## src/rtl/mem_access_pkg.sv

```systemverilog
// Shared definitions for the load/store initiator: access size encodings,
// controller state encoding, byte-lane widths and a word-index helper.
package mem_access_pkg;

  localparam int BYTE_W = 8;
  localparam int HALF_W = 16;
  localparam int WORD_W = 32;
  localparam int LANES  = WORD_W / BYTE_W;

  typedef enum logic [1:0] {
    SIZE_BYTE = 2'b00,
    SIZE_HALF = 2'b01,
    SIZE_WORD = 2'b10,
    SIZE_RSVD = 2'b11
  } size_e;

  typedef enum logic [1:0] {
    IDLE = 2'b00,
    RD   = 2'b01,
    WR   = 2'b10,
    RESP = 2'b11
  } state_e;

  // Byte address to memory word index ({2'b00, addr[31:2]}).
  function automatic logic [WORD_W-1:0] wordIndex(input logic [WORD_W-1:0] byteAddr);
    return WORD_W'(byteAddr >> 2);
  endfunction

endpackage

```

## src/rtl/mem_access_if.sv

```systemverilog
// Request/response handshake plus data-memory bus of the load/store unit.
// The unit itself uses the slave view; the datapath/memory side uses master.
interface mem_access_if;
  import mem_access_pkg::*;

  logic              req_valid;
  logic              req_ready;
  logic              req_write;
  logic [1:0]        req_size;
  logic              req_signed;
  logic [WORD_W-1:0] req_addr;
  logic [WORD_W-1:0] req_wdata;

  logic              resp_valid;
  logic              resp_err;
  logic [WORD_W-1:0] resp_rdata;

  logic              mem_write;
  logic              mem_read;
  logic [WORD_W-1:0] mem_address;
  logic [WORD_W-1:0] mem_wdata;
  logic [WORD_W-1:0] mem_rdata;

  modport slave (
    input  req_valid, req_write, req_size, req_signed, req_addr, req_wdata, mem_rdata,
    output req_ready, resp_valid, resp_err, resp_rdata,
           mem_write, mem_read, mem_address, mem_wdata
  );

  modport master (
    output req_valid, req_write, req_size, req_signed, req_addr, req_wdata, mem_rdata,
    input  req_ready, resp_valid, resp_err, resp_rdata,
           mem_write, mem_read, mem_address, mem_wdata
  );

endinterface

```

## src/rtl/mem_lane_align.sv

```systemverilog
// Combinational byte-lane logic: extracts and extends sub-word load data
// and merges sub-word store data into a previously read word.
// Lanes are little-endian: lane k occupies bits [8k+7:8k].
module mem_lane_align
  import mem_access_pkg::*;
(
  input  size_e             size,
  input  logic              signExt,
  input  logic [1:0]        byteOff,
  input  logic [WORD_W-1:0] rdata,
  input  logic [WORD_W-1:0] mergeWord,
  input  logic [WORD_W-1:0] storeData,
  output logic [WORD_W-1:0] loadData,
  output logic [WORD_W-1:0] mergedData
);

  logic [BYTE_W-1:0] rdLane [LANES];
  logic [BYTE_W-1:0] byteSel;
  logic [HALF_W-1:0] halfSel;

  genvar gi;
  generate
    for (gi = 0; gi < LANES; gi++) begin : g_lane
      localparam logic [1:0] LANE_ID = 2'(gi);
      logic [BYTE_W-1:0] storeByte;
      logic              hit;

      assign rdLane[gi] = rdata[gi*BYTE_W +: BYTE_W];

      // Decide whether this lane is overwritten and which store byte feeds it
      always_comb begin
        storeByte = storeData[gi*BYTE_W +: BYTE_W];
        hit       = 1'b0;
        case (size)
          SIZE_BYTE: begin
            storeByte = storeData[BYTE_W-1:0];
            hit       = (byteOff == LANE_ID);
          end
          SIZE_HALF: begin
            storeByte = storeData[(gi % 2)*BYTE_W +: BYTE_W];
            hit       = (byteOff[1] == LANE_ID[1]);
          end
          SIZE_WORD: hit = 1'b1;
          default:   hit = 1'b0;
        endcase
      end

      assign mergedData[gi*BYTE_W +: BYTE_W] = hit ? storeByte : mergeWord[gi*BYTE_W +: BYTE_W];
    end
  endgenerate

  assign byteSel = rdLane[byteOff];
  assign halfSel = byteOff[1] ? rdata[WORD_W-1:HALF_W] : rdata[HALF_W-1:0];

  // Right-justify the selected lane(s) and zero/sign-extend
  always_comb begin
    loadData = rdata;
    case (size)
      SIZE_BYTE: loadData = {{(WORD_W-BYTE_W){signExt & byteSel[BYTE_W-1]}}, byteSel};
      SIZE_HALF: loadData = {{(WORD_W-HALF_W){signExt & halfSel[HALF_W-1]}}, halfSel};
      default:   loadData = rdata;
    endcase
  end

endmodule

```

## src/rtl/mem_access_unit.sv

```systemverilog
// Load/store initiator between the datapath and a word-organised data memory.
// One access at a time: loads read once, word stores write once, sub-word
// stores read-modify-write. Each accepted request gets one response pulse.
// Optional feature macro: ALIGN_CHECK_EN -- when defined, misaligned halfword
// and word accesses are rejected; otherwise the low address bits are cleared.
module mem_access_unit
  import mem_access_pkg::*;
#(
  parameter int DATA_WIDTH   = 32,
  parameter int MEMORY_DEPTH = 32
)(
  input logic        clk,
  input logic        reset,
  mem_access_if.slave bus
);

  localparam logic [DATA_WIDTH-3:0] DEPTH_LIMIT = (DATA_WIDTH-2)'(MEMORY_DEPTH);

  state_e                stateReg, stateNext;
  logic                  writeReg, signedReg, respErrReg;
  size_e                 sizeReg, reqSize;
  logic [DATA_WIDTH-1:0] addrReg, wdataReg, mergeReg, respRdataReg;
  logic [DATA_WIDTH-1:0] effAddr, loadData, mergedData;
  logic                  accept, reqErr, sizeErr, rangeErr;

  assign reqSize  = size_e'(bus.req_size);
  assign accept   = bus.req_valid && (stateReg == IDLE);
  assign sizeErr  = (reqSize == SIZE_RSVD);
  assign rangeErr = (bus.req_addr[DATA_WIDTH-1:2] >= DEPTH_LIMIT);

`ifdef ALIGN_CHECK_EN
  logic misalign;
  assign misalign = ((reqSize == SIZE_HALF) && bus.req_addr[0]) ||
                    ((reqSize == SIZE_WORD) && (bus.req_addr[1:0] != 2'b00));
  assign reqErr   = sizeErr || rangeErr || misalign;
  assign effAddr  = bus.req_addr;
`else
  assign reqErr = sizeErr || rangeErr;

  // Clear the sub-alignment bits so the access lands on a natural boundary
  always_comb begin
    effAddr = bus.req_addr;
    if (reqSize == SIZE_HALF)      effAddr[0]   = 1'b0;
    else if (reqSize == SIZE_WORD) effAddr[1:0] = 2'b00;
  end
`endif

  mem_lane_align u_align (
    .size       (sizeReg),
    .signExt    (signedReg),
    .byteOff    (addrReg[1:0]),
    .rdata      (bus.mem_rdata),
    .mergeWord  (mergeReg),
    .storeData  (wdataReg),
    .loadData   (loadData),
    .mergedData (mergedData)
  );

  // State register
  always_ff @(posedge clk) begin
    if (reset) stateReg <= IDLE;
    else       stateReg <= stateNext;
  end

  // Next state: errors skip the memory phase; sub-word stores read first
  always_comb begin
    stateNext = stateReg;
    case (stateReg)
      IDLE: begin
        if (accept) begin
          if (reqErr)                                    stateNext = RESP;
          else if (bus.req_write && reqSize == SIZE_WORD) stateNext = WR;
          else                                           stateNext = RD;
        end
      end
      RD:      stateNext = writeReg ? WR : RESP;
      WR:      stateNext = RESP;
      RESP:    stateNext = IDLE;
      default: stateNext = IDLE;
    endcase
  end

  // Memory and handshake strobes decoded purely from state and latched fields
  always_comb begin
    bus.req_ready   = 1'b0;
    bus.resp_valid  = 1'b0;
    bus.mem_read    = 1'b0;
    bus.mem_write   = 1'b0;
    bus.mem_address = '0;
    bus.mem_wdata   = '0;
    case (stateReg)
      IDLE: bus.req_ready = 1'b1;
      RD: begin
        bus.mem_read    = 1'b1;
        bus.mem_address = wordIndex(addrReg);
      end
      WR: begin
        bus.mem_write   = 1'b1;
        bus.mem_address = wordIndex(addrReg);
        bus.mem_wdata   = mergedData;
      end
      RESP:    bus.resp_valid = 1'b1;
      default: ;
    endcase
  end

  assign bus.resp_err   = respErrReg;
  assign bus.resp_rdata = respRdataReg;

  // Capture the request fields at the accept edge
  always_ff @(posedge clk) begin
    if (reset) begin
      writeReg  <= 1'b0;
      sizeReg   <= SIZE_BYTE;
      signedReg <= 1'b0;
      addrReg   <= '0;
      wdataReg  <= '0;
    end else if (accept) begin
      writeReg  <= bus.req_write;
      sizeReg   <= reqSize;
      signedReg <= bus.req_signed;
      addrReg   <= effAddr;
      wdataReg  <= bus.req_wdata;
    end
  end

  // Hold the old memory word for the read-modify-write merge
  always_ff @(posedge clk) begin
    if (reset)                        mergeReg <= '0;
    else if (stateReg == RD && writeReg) mergeReg <= bus.mem_rdata;
  end

  // Response fields change only on the edge that enters RESP, then hold
  always_ff @(posedge clk) begin
    if (reset) begin
      respErrReg   <= 1'b0;
      respRdataReg <= '0;
    end else if (accept && reqErr) begin
      respErrReg   <= 1'b1;
      respRdataReg <= '0;
    end else if (stateReg == RD && !writeReg) begin
      respErrReg   <= 1'b0;
      respRdataReg <= loadData;
    end else if (stateReg == WR) begin
      respErrReg   <= 1'b0;
      respRdataReg <= '0;
    end
  end

endmodule

```

## src/flat_wrapper.sv

```systemverilog
// flat-port wrapper written by rule: the top's interface ports become plain ports
module mem_access_unit_flat import mem_access_pkg::*;
#(
  parameter int DATA_WIDTH   = 32,
  parameter int MEMORY_DEPTH = 32
)
  (clk, reset, bus_req_valid, bus_req_write, bus_req_size, bus_req_signed, bus_req_addr, bus_req_wdata, bus_mem_rdata, bus_req_ready, bus_resp_valid, bus_resp_err, bus_resp_rdata, bus_mem_write, bus_mem_read, bus_mem_address, bus_mem_wdata);
  mem_access_if bus_i ();
  input logic clk;
  input logic reset;
  input wire logic [$bits(bus_i.req_valid)-1:0] bus_req_valid;
  input wire logic [$bits(bus_i.req_write)-1:0] bus_req_write;
  input wire logic [$bits(bus_i.req_size)-1:0] bus_req_size;
  input wire logic [$bits(bus_i.req_signed)-1:0] bus_req_signed;
  input wire logic [$bits(bus_i.req_addr)-1:0] bus_req_addr;
  input wire logic [$bits(bus_i.req_wdata)-1:0] bus_req_wdata;
  input wire logic [$bits(bus_i.mem_rdata)-1:0] bus_mem_rdata;
  output wire logic [$bits(bus_i.req_ready)-1:0] bus_req_ready;
  output wire logic [$bits(bus_i.resp_valid)-1:0] bus_resp_valid;
  output wire logic [$bits(bus_i.resp_err)-1:0] bus_resp_err;
  output wire logic [$bits(bus_i.resp_rdata)-1:0] bus_resp_rdata;
  output wire logic [$bits(bus_i.mem_write)-1:0] bus_mem_write;
  output wire logic [$bits(bus_i.mem_read)-1:0] bus_mem_read;
  output wire logic [$bits(bus_i.mem_address)-1:0] bus_mem_address;
  output wire logic [$bits(bus_i.mem_wdata)-1:0] bus_mem_wdata;
  assign bus_i.req_valid = bus_req_valid;
  assign bus_i.req_write = bus_req_write;
  assign bus_i.req_size = bus_req_size;
  assign bus_i.req_signed = bus_req_signed;
  assign bus_i.req_addr = bus_req_addr;
  assign bus_i.req_wdata = bus_req_wdata;
  assign bus_i.mem_rdata = bus_mem_rdata;
  assign bus_req_ready = bus_i.req_ready;
  assign bus_resp_valid = bus_i.resp_valid;
  assign bus_resp_err = bus_i.resp_err;
  assign bus_resp_rdata = bus_i.resp_rdata;
  assign bus_mem_write = bus_i.mem_write;
  assign bus_mem_read = bus_i.mem_read;
  assign bus_mem_address = bus_i.mem_address;
  assign bus_mem_wdata = bus_i.mem_wdata;
  mem_access_unit #(.DATA_WIDTH(DATA_WIDTH), .MEMORY_DEPTH(MEMORY_DEPTH)) u_core (.clk(clk), .reset(reset), .bus(bus_i));
endmodule
```

## config.mk

```make
export PLATFORM = sky130hd
export DESIGN_NAME = mem_access_unit_flat
export DESIGN_NICKNAME = d
export VERILOG_FILES = /design/src/rtl/mem_access_pkg.sv /design/src/rtl/mem_access_if.sv /design/src/rtl/mem_lane_align.sv /design/src/rtl/mem_access_unit.sv /design/src/flat_wrapper.sv
export SDC_FILE = /design/constraint.sdc
export NUM_CORES = 1
export LEC_CHECK = 0
export ABC_AREA = 1
export CORE_ASPECT_RATIO = 1.2
export CORE_MARGIN = 4
export CORE_UTILIZATION = 45
export DETAILED_ROUTE_END_ITERATION = 10
export PLACE_DENSITY = 0.77
export SKIP_CTS_REPAIR_TIMING = 1
export SYNTH_ARGS = -nofsm -noshare
export SYNTH_HDL_FRONTEND = slang
export SYNTH_SLANG_ARGS = --single-unit
```

## constraint.sdc

```tcl
create_clock -name clk -period 2.5 [get_ports clk]
set_input_delay 0.5 -clock clk [delete_from_list [all_inputs] [get_ports clk]]
set_output_delay 0.5 -clock clk [all_outputs]
set_load 0.01 [all_outputs]
```

Word-level counts from Yosys, hierarchy flattened
Cells that the tools add are included.
Operators by class
  add/sub/neg operators: 0
  multiply operators: 0
  div/mod/pow operators: 0
  $lt $le $gt $ge: 2
  eq/ne operators: 12
  shift operators: 0
  muxes and demuxes: 35
  bitwise operators: 4
  reductions and logical operators: 15
Operator list (number)
  32-bit two-way mux: 3
  8-bit two-way mux: 8
  32-bit one-hot mux with 2 select lines: 1
  30-bit by 6-bit greater-or-equal comparator with 1-bit output, second input constant: 1
  30-bit two-way mux: 1
  8-bit binary-select mux with 2-bit select: 1
  16-bit two-way mux: 1
  8-bit one-hot mux with 2 select lines: 1
  2-bit equality test, second input constant: 7
  1-bit one-hot mux with 3 select lines: 4
  1-bit two-way mux: 10
  2-bit by 1-bit equality test with 1-bit output, second input constant: 4
  2-bit two-way mux: 4
  2-bit one-hot mux with 4 select lines: 1
  2-bit zero test: 3
  2-bit OR reduction: 3
  1-bit logical AND: 5
  3-bit greater-or-equal comparator, second input constant: 1
  2-bit NOT with 3-bit output: 1
  3-bit nonzero test: 1
  1-bit bitwise AND: 2
  2-bit by 1-bit != test with 1-bit output, second input constant: 1
  2-bit nonzero test: 1
  1-bit zero test: 1
  2 further kinds: 2
Word-level totals
  flip-flop bits (word level): 135
  bits in latches: 0
  memory bits (writable): 0
  bits in read-only memories: 0
  input bits: 103
  output and inout bits: 101
  word-level logic and storage cells: 77
  memories: 0

Depth between registers and ports, before layout
Gate-level depths: netlist (run 1).
  depth in word-level cells: 7
  mapped depth: 11
  mapped depth without buffers: 9

Cells and area by module
Synthesis (run 1) repeated with hierarchy kept, for this count alone.
Unflattened totals
  cells, all modules: 1154
  area, all modules: 7452.1 µm²
Modules (own cells, without submodules)
  mem_access_unit: instances 1, cells an instance 762, area an instance 5574.1 µm², sequential area each 2702.6 µm²
  mem_lane_align: instances 1, cells an instance 392, area an instance 1878.1 µm², sequential area each 0.0 µm²

Worst setup path before layout (run 1)
No wires, ideal clock.
  path type: register to output
  start: reg u_core.addrReg[1]
  end: out bus_mem_wdata[14]
  arrival time: 1.331 ns
  required time: 2.000 ns
  path slack: 0.669 ns
  stages on the path, launching flop included: 9
  buffers on the path: 3
  path through: dfxtp_1 buf_2 inv_2 buf_2 nand3_1 nand3_2 buf_2 o21ai_1 a21oi_1
On the way
  longest elaborated chain between the ends: 4
  elaborated cells between the ends (all ways): 5
  classes of those cells: 1 x eq/ne; 3 x mux; 1 x bitwise
Ends and longest elaborated chain
  from (decl): line mem_access_unit.sv:22  | logic [DATA_WIDTH-1:0] addrReg, wdataReg, mergeReg, respRdataReg;
  from (signal assigned): line mem_access_unit.sv:122  | addrReg <= effAddr;
  2-bit by 1-bit equality test with 1-bit output or 1-bit NOT (tied branches): line mem_lane_align.sv:37, mem_lane_align.sv:41
  1-bit one-hot mux with 3 select lines (*): line mem_lane_align.sv:34  | case (size)
  8-bit two-way mux (*): line mem_lane_align.sv:48  | assign mergedData[gi*BYTE_W +: BYTE_W] = hit ? storeByte : mergeWord[gi*BYTE_W +: BYTE_W];
  32-bit two-way mux (*): line mem_access_unit.sv:91  | case (stateReg)
  to (decl): line flat_wrapper.sv:25  | output wire logic [$bits(bus_i.mem_wdata)-1:0] bus_mem_wdata;
Every way passes the cells marked *; elsewhere a longest branch is shown, timed or not.

Worst setup path after layout (run 1)
  start: reg u_core.sizeReg[1]
  end: out bus_mem_wdata[4]
On the way
  longest elaborated chain between the ends: 4
  elaborated cells between the ends (all ways): 6
  classes of those cells: 2 x eq/ne; 3 x mux; 1 x reduce/logical
Ends and longest elaborated chain
  from (decl): line mem_access_unit.sv:21  | size_e sizeReg, reqSize;
  from (signal assigned): line mem_access_unit.sv:120  | sizeReg <= reqSize;
  2-bit equality test (tied with other cells): line mem_lane_align.sv:34
  1-bit one-hot mux with 3 select lines (*): line mem_lane_align.sv:34
  8-bit two-way mux (*): line mem_lane_align.sv:48
  32-bit two-way mux (*): line mem_access_unit.sv:91
Marks and branches as above.

==> flow_summary_export.csv, run 1 <==
group,metric,value,unit
placed_design,portBuffers,201,
routing,wl_met3,1910,um
global_route,grt_pass1_wl,35400,um
floorplanning,die_w,118,um
synth,synth_top_area_share,41.0,%
synth,synth-async-reset-ratio,0,%
clocking,cts_buffers,17,
floorplanning,start_util,45.9,%
global_route,grt_pass1_vias,6889,
placed_design,dp.cells,1374,
final_layout,final_core_util,67.4,%
outcome,violations,"negative setup slack",
routing,wl_met1,9250,um
setup_path,cp_num_buf_inv,3,
sta,rsz0062_at_grt,"true",
power,finalPower,10.1,mW
sta,period_needed,2.69,ns
synth,synthesis.area,6590,sq um
floorplanning,die_h,141,um
clocking,cts_tree,"built",
routing,ant_nets,0,
floorplanning,fp.dieArea,16600,sq um
setup_path,path_max_fanout,22,
placed_design,place_hpwl,16700,um
floorplanning,rows,48,
routing,vias,7360,
sta,finalHoldWorstSlack,0.460,ns
final_layout,fill_cells,1279,
setup_path,cp.required,2.00,ns
synth,synthesis.instances,1032,
routing,avgViaCountPerCell,5.23,
routing,dr.pass1.iters,5,
clocking,clkTransAtPathRegs,0.06,ns
routing,highest_layer,"met4",
setup_path,critPathSlowestCell,"clkdlybuf4s50_1",
setup_path,end_kind,"primary output",
synth,ys_warn_count,0,
routing,drc,0,
placed_design,place_ws,-0.00159,ns
setup_path,critPathTopFamily,"buffers and inverters",
global_route,grt_max_degree,49,
clocking,cts_max_path_buffers,2,
global_route,grt_use_total,26.7,%
power,p_per_area,1040,nW/um^2
clocking,clkSinkCount,135,
routing,routedWlPerCell,16.4,um
sta,report.final.slew_viol_count,0,
floorplanning,core-area,14400,sq um
sta,clock_skew,0.00713,ns
clocking,cts_root_buf,"clkbuf_16",
floorplanning,io_pins,204,
clocking,clk_latency,0.42,ns
routing,first_iter_violations,572,
setup_path,critical_path.startpoint_type,"flop",
setup_path,path_class,"reg2out",
sta,fmax,371,MHz
final_layout,fin_nets,1328,
synth,synth_flop_cell,"dfxtp_1",
final_layout,fin_cells,1408,
outcome,status,"complete, but fails checks",
placed_design,place_area,8830,sq um
synth,synth_area_leaders,"dfxtp_1, nand2_1, nor2_1",
setup_path,r2r_slack,0.63,ns
synth,synth_cell_type_count,30,
synth,synth_edf_count,0,
run,drv_cap,0,
global_route,antenna_found_initial,0,
synth,synth_seq_cells,135,
sta,hold_viol_final,0,
placed_design,finalWeightedCongestion,0.932,
synth,synthTopCellsByCount,"nand2_1, nor2_1, o21ai_0",
global_route,globalRoute.totalOverflow,0,
setup_path,cp.arrival,2.19,ns
routing,totalWireLength,23100,um
sta,worst_slack,-0.194,ns
synth,yosysMostFrequentCell,"nand2_1",
synth,yosysTopAreaCell,"dfxtp_1",
final_layout,area_growth_syn_to_layout,46.9,%
sta,setup_violations,7,
setup_path,cpPeakStageDelay,0.54,ns
synth,ys_seq_area_share,41.0,%
clocking,htree_levels,4,
routing,routed-wl-met2,11100,um
hold_path,hp-class,"reg2reg",
setup_path,crit_path_cell_trace,"inv_2 -> buf_8 -> nand2_2 -> o22ai_4 -> o21ai_0 -> nor2_1 -> clkdlybuf4s50_1",
sta,period_share,108,%
power,peakVddDrop,603,uV
final_layout,drive_gt1_share,7.38,%
sta,tns,-1.27,ns
final_layout,n_antenna_cell,0,
final_layout,design_area,9680,sq um
synth,synth_area_per_cell,6.38,sq um
power,leakage,4.99,nW
placed cells by master (no fill, tap or decap), types with 2 or more instances in the layout:
cell type	instances
buf_12	4
o211a_1	2
a31oi_1	8
nand3_2	2
inv_2	9
bufinv_16	4
nand3_4	2
buf_4	26
a21oi_1	70
dlymetal6s2s_1	55
nand2_2	2
ha_1	4
a41oi_1	4
a211oi_1	2
nand3_1	21
nand4_1	5
clkbuf_1	2
inv_1	57
dfxtp_1	130
clkinvlp_4	3
dfxtp_2	4
nor2_1	228
nand2_1	250
o21ai_0	152
o21ai_1	2
clkbuf_16	18
nor2_2	2
clkinv_2	4
clkinv_4	2
conb_1	2
clkdlybuf4s50_1	146
cells by family (layout without fill, tap and decap cells):
logic type | after synthesis | in the layout | synth area share, %
flip-flops | 135 | 135 | 41.0
adder cells (fa/ha/maj) | 5 | 5 | 0.949
buffers and inverters | 134 | 333 | 8.13
AO/OA/AOI/OAI | 241 | 242 | 19.0
other | 1 | 2 | 0.0569
AND/OR/NAND/NOR | 516 | 516 | 30.8
area by class of cell:
class                      count  area (sq um)  area share, %
sequential                   135          2710           28.0
multi-input combinational    765          3410           35.2
clock buffer                  19           433           4.47
inverter                      68           260           2.69
clock inverter                13           180           1.86
tap                          175           219           2.26
timing repair buffer         233          2460           25.5
power by group:
part           leakage (nW)  internal [mW]  total, mW  switching (mW)
registers              1.11           2.64       3.01           0.374
clock network         0.293           1.66       2.62           0.957
logic                  3.59           1.85       4.47            2.62
flip-flops by register name, indices dropped and copies added, names as in the netlist:
signal / count
u_core.addrReg: 32
u_core.bus.resp_err: 1
u_core.mergeReg: 32
u_core.writeReg: 1
u_core.bus.resp_rdata: 32
u_core.signedReg: 1
u_core.stateReg: 2
u_core.wdataReg: 32
u_core.sizeReg: 2
path summary, 6_finish.rpt:
| path | startpoint | end | depth (start not counted) |
|---|---|---|---|
| setup / recovery | u_core.sizeReg[1]$_SDFFE_PP0P_ | bus_mem_wdata[4] | 7 |
| hold / removal | u_core.bus.resp_rdata[12]$_SDFFE_PP0P_ | u_core.bus.resp_rdata[12]$_SDFFE_PP0P_ | 2 |
| setup reg to reg | u_core.addrReg[0]$_SDFFE_PP0P_ | u_core.bus.resp_rdata[23]$_SDFFE_PP0P_ | 10 |
| hold reg to reg | u_core.bus.resp_rdata[12]$_SDFFE_PP0P_ | u_core.bus.resp_rdata[12]$_SDFFE_PP0P_ | 2 |
tightest hold or removal path, cell delays in order (launching register included):
cell     delay, ns
dfxtp_1       0.30
nand2_1       0.06
a21oi_1       0.05
routing by layer:
layer | up-vias | global-route usage, %
met5 | - | 0
met4 | 0 | 12.4
met3 | 65 | 7.35
met2 | 334 | 44.7
met1 | 3288 | 32.0
li1 | 3673 | -
No activity file was read; power rests on OpenSTA's default activity.
==> run 2, diff against run 1 <==
--- a/config.mk
+++ b/config.mk
@@ -12,6 +12,7 @@
 export DETAILED_ROUTE_END_ITERATION = 10
 export PLACE_DENSITY = 0.77
 export SKIP_CTS_REPAIR_TIMING = 1
+export SLEW_MARGIN = 20
 export SYNTH_ARGS = -nofsm -noshare
 export SYNTH_HDL_FRONTEND = slang
 export SYNTH_SLANG_ARGS = --single-unit
==> results of run 2 <==
The final DEF is identical to that of run 1; final timing and power are the same.
==> run 3, diff against run 2 <==
--- a/config.mk
+++ b/config.mk
@@ -5,12 +5,11 @@
 export SDC_FILE = /design/constraint.sdc
 export NUM_CORES = 1
 export LEC_CHECK = 0
-export ABC_AREA = 1
 export CORE_ASPECT_RATIO = 1.2
 export CORE_MARGIN = 4
-export CORE_UTILIZATION = 45
+export CORE_UTILIZATION = 43
 export DETAILED_ROUTE_END_ITERATION = 10
-export PLACE_DENSITY = 0.77
+export PLACE_DENSITY = 0.76
 export SKIP_CTS_REPAIR_TIMING = 1
 export SLEW_MARGIN = 20
 export SYNTH_ARGS = -nofsm -noshare
==> constraint.sdc (replaced) <==
create_clock -name clk -period 2.4 [get_ports clk]
set_input_delay 0.48 -clock clk [delete_from_list [all_inputs] [get_ports clk]]
set_output_delay 0.48 -clock clk [all_outputs]
set_load 0.01 [all_outputs]
==> run 3 against run 2 <==
Effect of this change:
- combinational power down 20%
- sequential share of layout area down 0.24 points
- setup slack better by 0.23 ns
- synthesized cell count down 16%
- count of clock-buffer cells in the layout unchanged
- area after synthesis up 1.6%
- the flow now finishes without violations
- critical path type unchanged
==> flow_summary_export.csv, run 3 <==
group,metric,value,unit
sta,report.final.slew_viol_count,0,
synth,synthTopCellsByCount,"nand2_1, dfxtp_1, a21oi_1",
synth,synthesis.instances,871,
final_layout,design_area,9750,sq um
final_layout,n_antenna_cell,0,
placed_design,finalWeightedCongestion,0.929,
placed_design,place_area,8980,sq um
synth,synth-async-reset-ratio,0,%
setup_path,crit_path_cell_trace,"nand2b_2 -> a21o_4 -> and2_4 -> a211oi_1 -> clkbuf_2",
global_route,antenna_found_initial,0,
synth,synth_area_per_cell,7.68,sq um
setup_path,path_max_fanout,9,
floorplanning,io_pins,204,
sta,setup_violations,0,
floorplanning,core-area,15100,sq um
setup_path,critPathSlowestCell,"dfxtp_4",
routing,first_iter_violations,754,
power,peakVddDrop,502,uV
synth,synth_area_leaders,"dfxtp_1, nand2_1, a21oi_1",
setup_path,path_class,"reg2out",
routing,vias,6960,
sta,hold_viol_final,0,
global_route,grt_use_total,24.4,%
synth,yosysTopAreaCell,"dfxtp_1",
clocking,clk_latency,0.42,ns
sta,slew_headroom,63.0,%
final_layout,area_growth_syn_to_layout,45.7,%
sta,fmax,424,MHz
setup_path,critical_path.startpoint_type,"flop",
clocking,clkSinkCount,135,
routing,drc,0,
placed_design,place_hpwl,16100,um
final_layout,final_cell_mix,"nand2_1, clkdlybuf4s50_1, a21oi_1",
final_layout,fin_nets,1162,
outcome,status,"completed",
sta,tns,0,ns
routing,routedWlPerCell,17.6,um
sta,worst_slack,0.0403,ns
placed_design,dp.cells,1237,
sta,period_needed,2.36,ns
setup_path,cp.arrival,1.88,ns
floorplanning,rows,49,
clocking,htree_levels,4,
power,p_per_area,910,nW/um^2
clocking,cts_root_buf,"clkbuf_16",
run,drv_cap,0,
synth,synthesis.area,6690,sq um
power,leakage,4.24,nW
clocking,cts_tree,"built",
clocking,cts_max_path_buffers,2,
routing,avgViaCountPerCell,5.48,
placed_design,portBuffers,201,
floorplanning,die_w,122,um
setup_path,end_kind,"primary output",
setup_path,cpPeakStageDelay,0.37,ns
synth,ys_seq_area_share,40.4,%
synth,synth_flop_cell,"dfxtp_1",
floorplanning,die_h,145,um
routing,dr.pass1.iters,5,
final_layout,fin_cells,1271,
synth,synth_seq_cells,135,
synth,synth_edf_count,0,
synth,synth_top_area_share,40.4,%
synth,yosysMostFrequentCell,"nand2_1",
sta,clock_skew,0.00469,ns
routing,totalWireLength,22400,um
placed_design,place_ws,0.00909,ns
setup_path,cp.required,1.92,ns
sta,rsz0062_at_grt,"true",
floorplanning,fp.dieArea,17600,sq um
sta,worst_pin_slew,0.554,ns
synth,ys_warn_count,0,
final_layout,drive_gt1_share,11.2,%
global_route,globalRoute.totalOverflow,0,
sta,period_share,98.3,%
clocking,cts_buffers,17,
final_layout,layout_commonest_cell,"nand2_1",
global_route,grt_max_degree,53,
final_layout,final_core_util,64.4,%
floorplanning,start_util,44.2,%
global_route,grt_pass1_wl,33600,um
routing,ant_nets,0,
clocking,clkTransAtPathRegs,0.06,ns
global_route,grt_pass1_vias,6359,
hold_path,hp-class,"in2reg",
synth,synth_cell_type_count,50,
[run 3: cell types whose count changed in the layout (fill, tap and decap cells not counted), moves of 9 or more]
cell      before  now
and2_1         0   32
a311oi_1       0   17
nand2_1      250  232
inv_1         57    5
a22oi_1        0    9
a211oi_2       0   12
nand3_1       21    9
o21ai_0      152   48
mux2i_1        0   27
a211oi_1       2   13
a21oi_1       70  133
a21boi_0       0   16
nor2_1       228   29
[run 3: path summary, 6_finish.rpt]
| check | start | to | slack (ns) | depth (start not counted) |
|---|---|---|---|---|
| worst max-delay path | u_core.sizeReg[0]$_SDFFE_PP0P_ | bus_mem_wdata[19] | 0.04 | 5 |
| worst min-delay path | reset | u_core.addrReg[18]$_SDFFE_PP0P_ | 0.27 | 2 |
| worst max register to register | u_core.stateReg[1]$_SDFFE_PP0P_ | u_core.bus.resp_rdata[29]$_SDFFE_PP0P_ | 0.36 | 7 |
| worst min register to register | u_core.addrReg[11]$_SDFFE_PP0P_ | u_core.addrReg[11]$_SDFFE_PP0P_ | 0.45 | 2 |
[run 3: final cells by class]
type	count	area, sq um
clock inverter	13	125
fill	1288	5390
clock buffer	19	433
inverter	7	26.3
timing repair buffer	239	2520
sequential	135	2710
multi-input combinational	654	3690
tap	204	255
[run 3: metal layers]
metal,vias up,GRT usage (%),wire length (um)
li1,3376,-,-
met1,3232,31.4,9070
met3,44,5.25,1860
met2,308,39.6,10800
met5,-,0,0
met4,0,11.0,674
[run 3: cell families (layout without fill, tap and decap cells)]
family                   count (synthesis)  after routing  share of synthesized area, %
buffers and inverters                   84            278                          5.76
multiplexers                            33             33                          5.14
other                                    1              2                        0.0560
flip-flops                             135            135                          40.4
AO/OA/AOI/OAI                          274            275                          25.9
AND/OR/NAND/NOR                        339            339                          21.8
adder cells (fa/ha/maj)                  5              5                         0.935
[run 3: per-stage QoR]
step | hold WS, ns | total power [mW]
after floorplan | 0.432 | 4.91
after global placement | 0.437 | 6.31
after detailed placement | 0.442 | 6.35
after CTS | 0.255 | 8.83
after global routing | 0.265 | 9.36
final | 0.268 | 8.88
[run 3: critical path: cells and delay by family (launching register included)]
kind | cells | cell delay, ns
flip-flops | 1 | 0.37
AND/OR/NAND/NOR | 2 | 0.42
buffers and inverters | 1 | 0.18
AO/OA/AOI/OAI | 2 | 0.49
[run 3: where the power goes]
part | switching (mW) | internal (mW) | leakage, nW
sequential | 0.254 | 2.59 | 1.10
combinational | 2.00 | 1.56 | 2.88
clock | 1.04 | 1.43 | 0.257
